### src/rtl/usb_utmi_pkg.sv
// Shared UTMI types and constants for the full-speed UTM transmit and receive paths.
package usb_utmi_pkg;

    typedef logic [7:0] bus8_t;

    // Encoded as {dp, dn}
    typedef enum logic [1:0] {
        LS_SE0 = 2'b00,
        LS_K   = 2'b01,
        LS_J   = 2'b10,
        LS_SE1 = 2'b11
    } utmi_line_state_t;

    typedef enum logic [2:0] {
        TX_IDLE    = 3'd0,
        TX_SYNC    = 3'd1,
        TX_DATA    = 3'd2,
        TX_EOP_SE0 = 3'd3,
        TX_EOP_J   = 3'd4
    } tx_state_t;

    localparam bus8_t       USB_SYNC_PATTERN = 8'h80;
    localparam int unsigned USB_STUFF_BITS_N = 6;
    localparam int unsigned USB_EOP_SE0_BITS = 2;
    localparam int unsigned USB_EOP_J_BITS   = 1;

endpackage

### src/rtl/usb_utm_tx_bitenc.sv
// Bit stuffer and NRZI encoder; registers the D+/D- drive values.
module usb_utm_tx_bitenc
    import usb_utmi_pkg::*;
(
    input  logic clk,
    input  logic rst,
    input  logic i_bit,
    input  logic i_bit_valid,
    input  logic i_force_se0,
    input  logic i_force_j,
    output logic o_dp,
    output logic o_dn,
    output logic o_stall_c
);

    localparam int unsigned OW = 3;

    logic [OW-1:0]    r_ones;
    utmi_line_state_t r_lvl;
    utmi_line_state_t r_line;
    utmi_line_state_t w_lvl_tog;

    // A slot issued while six ones are outstanding becomes a stuffed 0
    assign o_stall_c = (r_ones == OW'(USB_STUFF_BITS_N));
    assign w_lvl_tog = (r_lvl == LS_J) ? LS_K : LS_J;
    assign o_dp      = r_line[1];
    assign o_dn      = r_line[0];

    always_ff @(posedge clk or posedge rst) begin
        if (rst) begin
            r_ones <= '0;
            r_lvl  <= LS_J;
            r_line <= LS_J;
        end else if (i_force_se0) begin
            r_line <= LS_SE0;
            r_ones <= '0;
        end else if (i_force_j) begin
            r_line <= LS_J;
            r_lvl  <= LS_J;
            r_ones <= '0;
        end else if (i_bit_valid) begin
            if (o_stall_c || !i_bit) begin
                r_lvl  <= w_lvl_tog;
                r_line <= w_lvl_tog;
                r_ones <= '0;
            end else begin
                r_line <= r_lvl;
                r_ones <= r_ones + OW'(1);
            end
        end
    end

endmodule

### src/rtl/usb_utm_tx.sv
// Full-speed UTM transmitter: SYNC, byte serializer, stuffing/NRZI via bitenc, EOP.
module usb_utm_tx
    import usb_utmi_pkg::*;
#(
    parameter int unsigned CLK_PER_BIT = 4
) (
    input  logic  clk,
    input  logic  rst,
    input  logic  suspend_m,
    input  bus8_t data_in,
    input  logic  tx_valid,
    output logic  tx_ready,
    output logic  dp_tx,
    output logic  dn_tx,
    output logic  tx_oe
);

    localparam int unsigned CW = (CLK_PER_BIT > 2) ? $clog2(CLK_PER_BIT) : 1;
    localparam int unsigned BW = 4;
    localparam logic [CW-1:0] CNT_LAST = CW'(CLK_PER_BIT - 1);
    localparam logic [CW-1:0] CNT_PRE  = CW'(CLK_PER_BIT - 2);

    tx_state_t     r_state, w_state_nxt;
    logic [CW-1:0] r_cnt, w_cnt_nxt;
    bus8_t         r_shift, w_shift_nxt;
    logic [BW-1:0] r_bit_cnt, w_bit_cnt_nxt;
    logic          r_tx_oe, w_tx_oe_nxt;
    logic          r_tx_ready, w_tx_ready_nxt;
    logic          w_enc_bit, w_enc_valid, w_force_se0, w_force_j, w_stall;
    logic          w_strobe, w_pre_strobe, w_byte_done;

    assign w_strobe     = (r_cnt == CNT_LAST);
    assign w_pre_strobe = (r_cnt == CNT_PRE);
    assign w_byte_done  = (r_bit_cnt == BW'(8));

    assign tx_ready = r_tx_ready;
    assign tx_oe    = r_tx_oe;

    always_ff @(posedge clk or posedge rst) begin
        if (rst) begin
            r_state    <= TX_IDLE;
            r_cnt      <= '0;
            r_shift    <= '0;
            r_bit_cnt  <= '0;
            r_tx_oe    <= 1'b0;
            r_tx_ready <= 1'b0;
        end else begin
            r_state    <= w_state_nxt;
            r_cnt      <= w_cnt_nxt;
            r_shift    <= w_shift_nxt;
            r_bit_cnt  <= w_bit_cnt_nxt;
            r_tx_oe    <= w_tx_oe_nxt;
            r_tx_ready <= w_tx_ready_nxt;
        end
    end

    always_comb begin
        w_state_nxt    = r_state;
        w_cnt_nxt      = w_strobe ? '0 : r_cnt + CW'(1);
        w_shift_nxt    = r_shift;
        w_bit_cnt_nxt  = r_bit_cnt;
        w_tx_oe_nxt    = r_tx_oe;
        w_tx_ready_nxt = 1'b0;
        w_enc_bit      = r_shift[0];
        w_enc_valid    = 1'b0;
        w_force_se0    = 1'b0;
        w_force_j      = 1'b0;

        case (r_state)
            TX_IDLE: begin
                w_cnt_nxt   = '0;
                w_tx_oe_nxt = 1'b0;
                w_force_j   = 1'b1;
                if (tx_valid && suspend_m) begin
                    // First SYNC bit goes out on the same edge that enables the driver
                    w_state_nxt   = TX_SYNC;
                    w_tx_oe_nxt   = 1'b1;
                    w_force_j     = 1'b0;
                    w_enc_valid   = 1'b1;
                    w_enc_bit     = USB_SYNC_PATTERN[0];
                    w_shift_nxt   = USB_SYNC_PATTERN >> 1;
                    w_bit_cnt_nxt = BW'(1);
                end
            end
            TX_SYNC, TX_DATA: begin
                // tx_ready is raised for the boundary strobe cycle itself, so decide one clk early
                if (w_pre_strobe && w_byte_done && !w_stall && tx_valid) begin
                    w_tx_ready_nxt = 1'b1;
                end
                if (w_strobe) begin
                    if (w_stall) begin
                        w_enc_valid = 1'b1;
                    end else if (!w_byte_done) begin
                        w_enc_valid   = 1'b1;
                        w_shift_nxt   = r_shift >> 1;
                        w_bit_cnt_nxt = r_bit_cnt + BW'(1);
                    end else if (r_tx_ready) begin
                        w_state_nxt   = TX_DATA;
                        w_enc_valid   = 1'b1;
                        w_enc_bit     = data_in[0];
                        w_shift_nxt   = data_in >> 1;
                        w_bit_cnt_nxt = BW'(1);
                    end else begin
                        w_state_nxt   = TX_EOP_SE0;
                        w_force_se0   = 1'b1;
                        w_bit_cnt_nxt = '0;
                    end
                end
            end
            TX_EOP_SE0: begin
                w_force_se0 = 1'b1;
                if (w_strobe) begin
                    if (r_bit_cnt == BW'(USB_EOP_SE0_BITS - 1)) begin
                        w_state_nxt   = TX_EOP_J;
                        w_force_se0   = 1'b0;
                        w_force_j     = 1'b1;
                        w_bit_cnt_nxt = '0;
                    end else begin
                        w_bit_cnt_nxt = r_bit_cnt + BW'(1);
                    end
                end
            end
            TX_EOP_J: begin
                w_force_j = 1'b1;
                if (w_strobe) begin
                    if (r_bit_cnt == BW'(USB_EOP_J_BITS - 1)) begin
                        w_state_nxt   = TX_IDLE;
                        w_tx_oe_nxt   = 1'b0;
                        w_cnt_nxt     = '0;
                        w_bit_cnt_nxt = '0;
                    end else begin
                        w_bit_cnt_nxt = r_bit_cnt + BW'(1);
                    end
                end
            end
            default: begin
                w_state_nxt = TX_IDLE;
            end
        endcase
    end

    usb_utm_tx_bitenc u_bitenc (
        .clk         (clk),
        .rst         (rst),
        .i_bit       (w_enc_bit),
        .i_bit_valid (w_enc_valid),
        .i_force_se0 (w_force_se0),
        .i_force_j   (w_force_j),
        .o_dp        (dp_tx),
        .o_dn        (dn_tx),
        .o_stall_c   (w_stall)
    );

endmodule

### config.mk
export PLATFORM = sky130hd
export DESIGN_NAME = usb_utm_tx
export DESIGN_NICKNAME = d
export VERILOG_FILES = /design/src/rtl/usb_utmi_pkg.sv /design/src/rtl/usb_utm_tx_bitenc.sv /design/src/rtl/usb_utm_tx.sv
export SDC_FILE = /design/constraint.sdc
export NUM_CORES = 1
export LEC_CHECK = 0
export CAP_MARGIN = 20
export CORE_MARGIN = 2
export CORE_UTILIZATION = 40
export CTS_BUF_LIST = sky130_fd_sc_hd__clkbuf_4 sky130_fd_sc_hd__clkbuf_8 sky130_fd_sc_hd__clkbuf_16
export DETAILED_ROUTE_END_ITERATION = 8
export PLACE_DENSITY_LB_ADDON = 0.05
export SLEW_MARGIN = 5
export SYNTH_ARGS = -nofsm -noshare
export SYNTH_HDL_FRONTEND = slang
export SYNTH_SLANG_ARGS = --single-unit
### constraint.sdc
create_clock -name clk -period 6.7 [get_ports clk]
set_clock_uncertainty 0.15 [all_clocks]
set_input_delay 1.675 -clock clk [delete_from_list [all_inputs] [get_ports clk]]
set_output_delay 1.675 -clock clk [all_outputs]
set_load 0.01 [all_outputs]
Word level (Yosys, flattened, before mapping). Index checks and enable logic that the tools add are counted.

Input port bits: 12. Register bits: 26.

Add/subtract/negate cells: 3. Equal/unequal tests: 19. Reductions and logical operators: 20. Muxes and demuxes: 67. Bitwise operators: 1.

Operators with widths (number): 2-to-1 mux 8 bit (5); 2-to-1 mux 3 bit (12); 2-to-1 mux 4 bit (8); 2-to-1 mux 1 bit (25); 2-to-1 mux 2 bit (8); != test 2 bit (second input constant) (8); case mux 4 bit (4 select lines) (1); case mux 8 bit (2 select lines) (1); case mux 3 bit (4 select lines) (1); case mux 1 bit (2 select lines) (4); AND reduction 8 bit (1); == test 2 bit (second input constant) (3); == test 3 x 2 -> 1 bit (second input constant) (2); == test 3 bit (second input constant) (2); AND reduction 6 bit (1); nonzero test 2 bit (3); AND reduction 5 bit (1); adder 4 x 1 -> 4 bit (second input constant) (1); == test 4 x 1 -> 1 bit (second input constant) (1); == test 4 bit (second input constant) (1); logical AND 1 bit (4); zero test 4 bit (1); case mux 2 bit (2 select lines) (1); nonzero test 4 bit (1); other kinds (13) (14).

Depth between registers and ports, before layout.
Word-level depth: 11. Depth in mapped cells: 8. Depth with buffers taken out: 7.

Modules after synthesis. Synthesis repeated with hierarchy kept, for this count alone.

Cells, all modules: 184. Area, all modules: 1700.4 um^2.

By module, submodules not included: usb_utm_tx (sequential area each 450.4 um^2, cells each 141, area each 1288.7 um^2, instances 1); usb_utm_tx_bitenc (sequential area each 177.7 um^2, cells each 43, area each 411.6 um^2, instances 1).

Worst setup path before layout. No wires, ideal clock.

Kind: input-to-reg. Start: input data_in[0]. End: register u_bitenc.r_lvl[0]. Data arrival time: 2.753 ns. Slack: 3.663 ns. Buffers on the path: 0. Library setup time: 0.134 ns. Cell stages on the path: 5. Cell sequence: nand2b_1 > or4b_1 > a32oi_2 > or2_2 > o32ai_1.

Word-level cells in the longest chain between the ends: 10.

RTL lines: start, declared (RTL line usb_utm_tx.sv:10) `input bus8_t data_in,`; 2-to-1 mux 1 bit (RTL line usb_utm_tx.sv:97) `end else if (r_tx_ready) begin`; 2-to-1 mux 1 bit (RTL line usb_utm_tx.sv:93) `end else if (!w_byte_done) begin`; 2-to-1 mux 1 bit (RTL line usb_utm_tx.sv:91) `if (w_stall) begin`; 2-to-1 mux 1 bit (RTL line usb_utm_tx.sv:90) `if (w_strobe) begin`; case mux 1 bit (2 select lines) (RTL line usb_utm_tx.sv:69) `case (r_state)`; zero test 1 bit (RTL line usb_utm_tx_bitenc.sv:42) `if (o_stall_c || !i_bit) begin`; logical OR 1 bit (RTL line usb_utm_tx_bitenc.sv:42); 2-to-1 mux 2 bit (3 in series); end signal, assigned (RTL line usb_utm_tx_bitenc.sv:43) `r_lvl <= w_lvl_tog;`; end, declared (RTL line usb_utm_tx_bitenc.sv:19) `utmi_line_state_t r_lvl;`.

Every way passes these cells. The select of a mux whose other input is x is not followed. A chain may end at the register's enable or synchronous reset.

Final worst setup path.
Start: input suspend_m. End: register r_bit_cnt[0].

Word-level cells in the longest chain between the ends: 3.

RTL lines: start, declared (RTL line usb_utm_tx.sv:9) `input logic suspend_m,`; logical AND 1 bit (RTL line usb_utm_tx.sv:74) `if (tx_valid && suspend_m) begin`; != test 2 bit (no line); AND reduction 6 bit (no line); end signal, assigned (RTL line usb_utm_tx.sv:51) `r_bit_cnt <= w_bit_cnt_nxt;`; end, declared (RTL line usb_utm_tx.sv:26) `logic [BW-1:0] r_bit_cnt, w_bit_cnt_nxt;`.

Every way passes these cells.

==> flow_summary.yaml <==
run_status:
  outcome: "completed"
clocking:
  cts_buffers: 3
  cts_root_buffer: "clkbuf_8"
  clock_latency_ns: 0.27
  ctsHoldBuffers: 0
  clk_path_buf_depth: 2
  cts_sinks: 25
  post_cts_buffers: 0
  htree_levels: 1
  path_clk_slew_ns: 0.08
  cts_tree: "yes"
  cts_resized: 0
global_route:
  grt_pass1_wl_um: 6040
  grt_max_degree: 26
  grt_overflow_total: 0
  antenna_found_initial: 0
  grt_pass1_vias: 1298
  grt_usage_pct: 17.5
setup_path:
  critPathMaxFanout: 7
  cp-start-kind: "primary input"
  critPathBufInv: 1
  criticalPathCategory: "in2reg"
  max_stage_delay_ns: 0.52
  required_ns: 6.68
  critPathTopFamily: "compound AO/OA/AOI/OAI gates"
  cp-end-kind: "register"
  cp_cell_sequence: "clkdlybuf4s50_1 -> nand2_1 -> nor3_1 -> a211oi_1 -> o41ai_1 -> o31ai_1"
  arrival_ns: 3.53
  cp_slowest_cell: "clkdlybuf4s50_1"
route:
  drtIter0Drc: 91
  drc: 0
  vias_per_cell: 5.66
  wl_per_cell_um: 15.1
  wl_um: 3640
  vias: 1363
  drtAntennaViolNets: 0
  dr.pass1.iters: 4
synth:
  syn-num-nets: 199
  synth.distinct_cells: 51
  ys_seq_elements: 25
  ys.warnings.count: 0
  async_reset_ff_share_pct: 100
  netlist_instances: 180
  postSynthAreaPerCell_um2: 9.06
  syn_area_um2: 1630
  synth_edf_count: 0
  seq_area_frac_synth_pct: 38.5
  synth_top_flop_cell: "dfrtp_1"
place:
  dp_cells: 237
  portBuffers: 15
  pre_cts_ws_ns: 2.97
  hpwl_um: 2630
  place.gp.congestion: 0.900
sta:
  hold_violations: 0
  slew_violations: 0
  fin_crit_ns: 3.55
  rsz0062_at_grt: "no"
  setup_viol: 0
  setup_slack_ns: 3.15
  relSlewSlack_pct: 35.2
  max_freq_mhz: 281
  finalSetupTns_ns: 0
  tightest_slew_ns: 0.971
  fin_crit_sh_pct: 53.0
  hold_ws_ns: 0.325
power:
  p_per_area_nw_per_um2: 440
  swShare_pct: 45.3
  power.switching_uw: 371
  vdd_ir_drop_max_mv: 0.188
  p_comb_share_pct: 54.4
  power.total_uw: 819
  seq_power_share_pct: 34.1
  pwr-share-clk_pct: 11.5
  intPower_uw: 448
  p_leak_nw: 0.797
finish:
  layout.nets: 211
  drive_above_1_share_pct: 10.5
  final_common_cell: "nand2_1"
  fill_cells: 380
  mostFrequentLayoutCells: "nand2_1 (24), dfrtp_1 (23), clkdlybuf4s50_1 (15)"
  antennaDiodeCount: 0
  area_growth_pct: 14.0
  fin_cells: 241
floorplanning:
  dieHeight_um: 67.9
  start_util_pct: 41.1
  dieArea_um2: 4610
  fp.dieW_um: 67.9
  row_count: 23
  io_pins: 16
  core_region_area_um2: 3970
run:
  maxCapViolations: 0
min_path:
  hp-class: "reg2reg"
## metal layers
| layer | up-vias | wire [um] | track usage, % |
|---|---|---|---|
| li1 | 676 | - | - |
| met1 | 655 | 1810 | 24.8 |
| met2 | 28 | 1660 | 28.1 |
| met3 | 4 | 135 | 2.63 |
| met4 | 0 | 31 | 4.75 |
| met5 | - | 0 | 0 |
## path summary, 6_finish.rpt
check | slack (ns) | depth (start not counted) | end | start
min in group asynchronous | 1.78 | 2 | r_shift[1]$_DFFE_PP0P_ | rst
worst min register to register | 0.33 | 1 | r_cnt[0]$_DFF_PP0_ | r_cnt[0]$_DFF_PP0_
max in group asynchronous | 4.03 | 2 | r_state[0]$_DFFE_PP0P_ | rst
worst max register to register | 4.02 | 7 | r_state[0]$_DFFE_PP0P_ | r_bit_cnt[0]$_DFFE_PP0P_
worst max-delay path | 3.15 | 6 | r_bit_cnt[0]$_DFFE_PP0P_ | suspend_m
worst min-delay path | 0.33 | 1 | r_cnt[0]$_DFF_PP0_ | r_cnt[0]$_DFF_PP0_
## cells in the mapped netlist, types with 2 or more instances
library cell | number | share of area, %
o31ai_1 | 2 | 0.92
buf_2 | 2 | 0.61
mux2i_1 | 2 | 1.2
inv_1 | 7 | 1.6
a211o_1 | 2 | 1.1
nand3_1 | 7 | 2.1
a211oi_1 | 2 | 0.92
a21oi_1 | 14 | 4.3
mux2_2 | 6 | 4.1
nand2_1 | 24 | 5.5
a21o_1 | 2 | 0.92
nor2b_1 | 5 | 1.9
ha_1 | 7 | 5.4
or2_2 | 3 | 1.2
clkbuf_1 | 6 | 1.4
nor3b_1 | 3 | 1.4
nor2_1 | 10 | 2.3
dfrtp_1 | 23 | 35
nand2b_1 | 3 | 1.2
dfstp_2 | 2 | 3.2
o2111ai_1 | 2 | 1.1
nor3_1 | 4 | 1.2
a22o_1 | 2 | 1.1
o2bb2ai_1 | 2 | 1.1
o21ai_0 | 11 | 3.4
and3_1 | 2 | 0.77
## power groups by stage
stage / sequential [mW] / combinational [mW] / clock, mW
final: 0.279 / 0.446 / 0.0942
after global routing: 0.289 / 0.508 / 0.103
after CTS: 0.279 / 0.451 / 0.0981
after detailed placement: 0.282 / 0.448 / 0
after global placement: 0.278 / 0.445 / 0
after floorplan: 0.249 / 0.370 / 0
## registers in the layout, summed over array words and instances, names as in the netlist
name and count:
u_bitenc.r_ones 3, u_bitenc.r_line 2, r_state 3, r_cnt 2, r_shift 7, tx_oe 1, u_bitenc.r_lvl 2, tx_ready 1
r_bit_cnt 4
## cells by family after synthesis
family                     after synthesis  synth area share [%]
xor gates and xnor gates                 1                 0.537
muxes                                    9                  6.29
AOI/OAI and AO/OA                       53                  23.7
buffers and inverters                   16                  3.83
and+or+nand+nor                         68                  21.2
DFF                                     25                  38.5
adders and majority gates                8                  5.98
## through the flow
stage                     utilization, %  cell area [um^2]
final                               46.8              1860
after global routing                46.8              1860
after CTS                           46.8              1860
after detailed placement            45.6              1810
after global placement              45.6              1810
after floorplan                        -              1630
## worst reg2reg max path: cells and delay by family (launching register included)
kind / cells / cell delay, ns
compound gates: 3 / 0.93
mux: 1 / 0.43
flops: 1 / 0.45
simple gates: 1 / 0.35
buf+inv: 1 / 0.08
fa+ha+maj: 1 / 0.17
## final cells by class
| cell class | instances | area, um^2 | area share (%) |
|---|---|---|---|
| multi-input cells | 139 | 941 | 50.6 |
| clock buffers | 4 | 48.8 | 2.62 |
| well taps | 50 | 62.6 | 3.36 |
| repair buffers | 15 | 150 | 8.07 |
| flip-flops and latches | 25 | 628 | 33.8 |
| inverters | 8 | 30.0 | 1.61 |
Note: power is estimated with default switching activity, not from simulation.
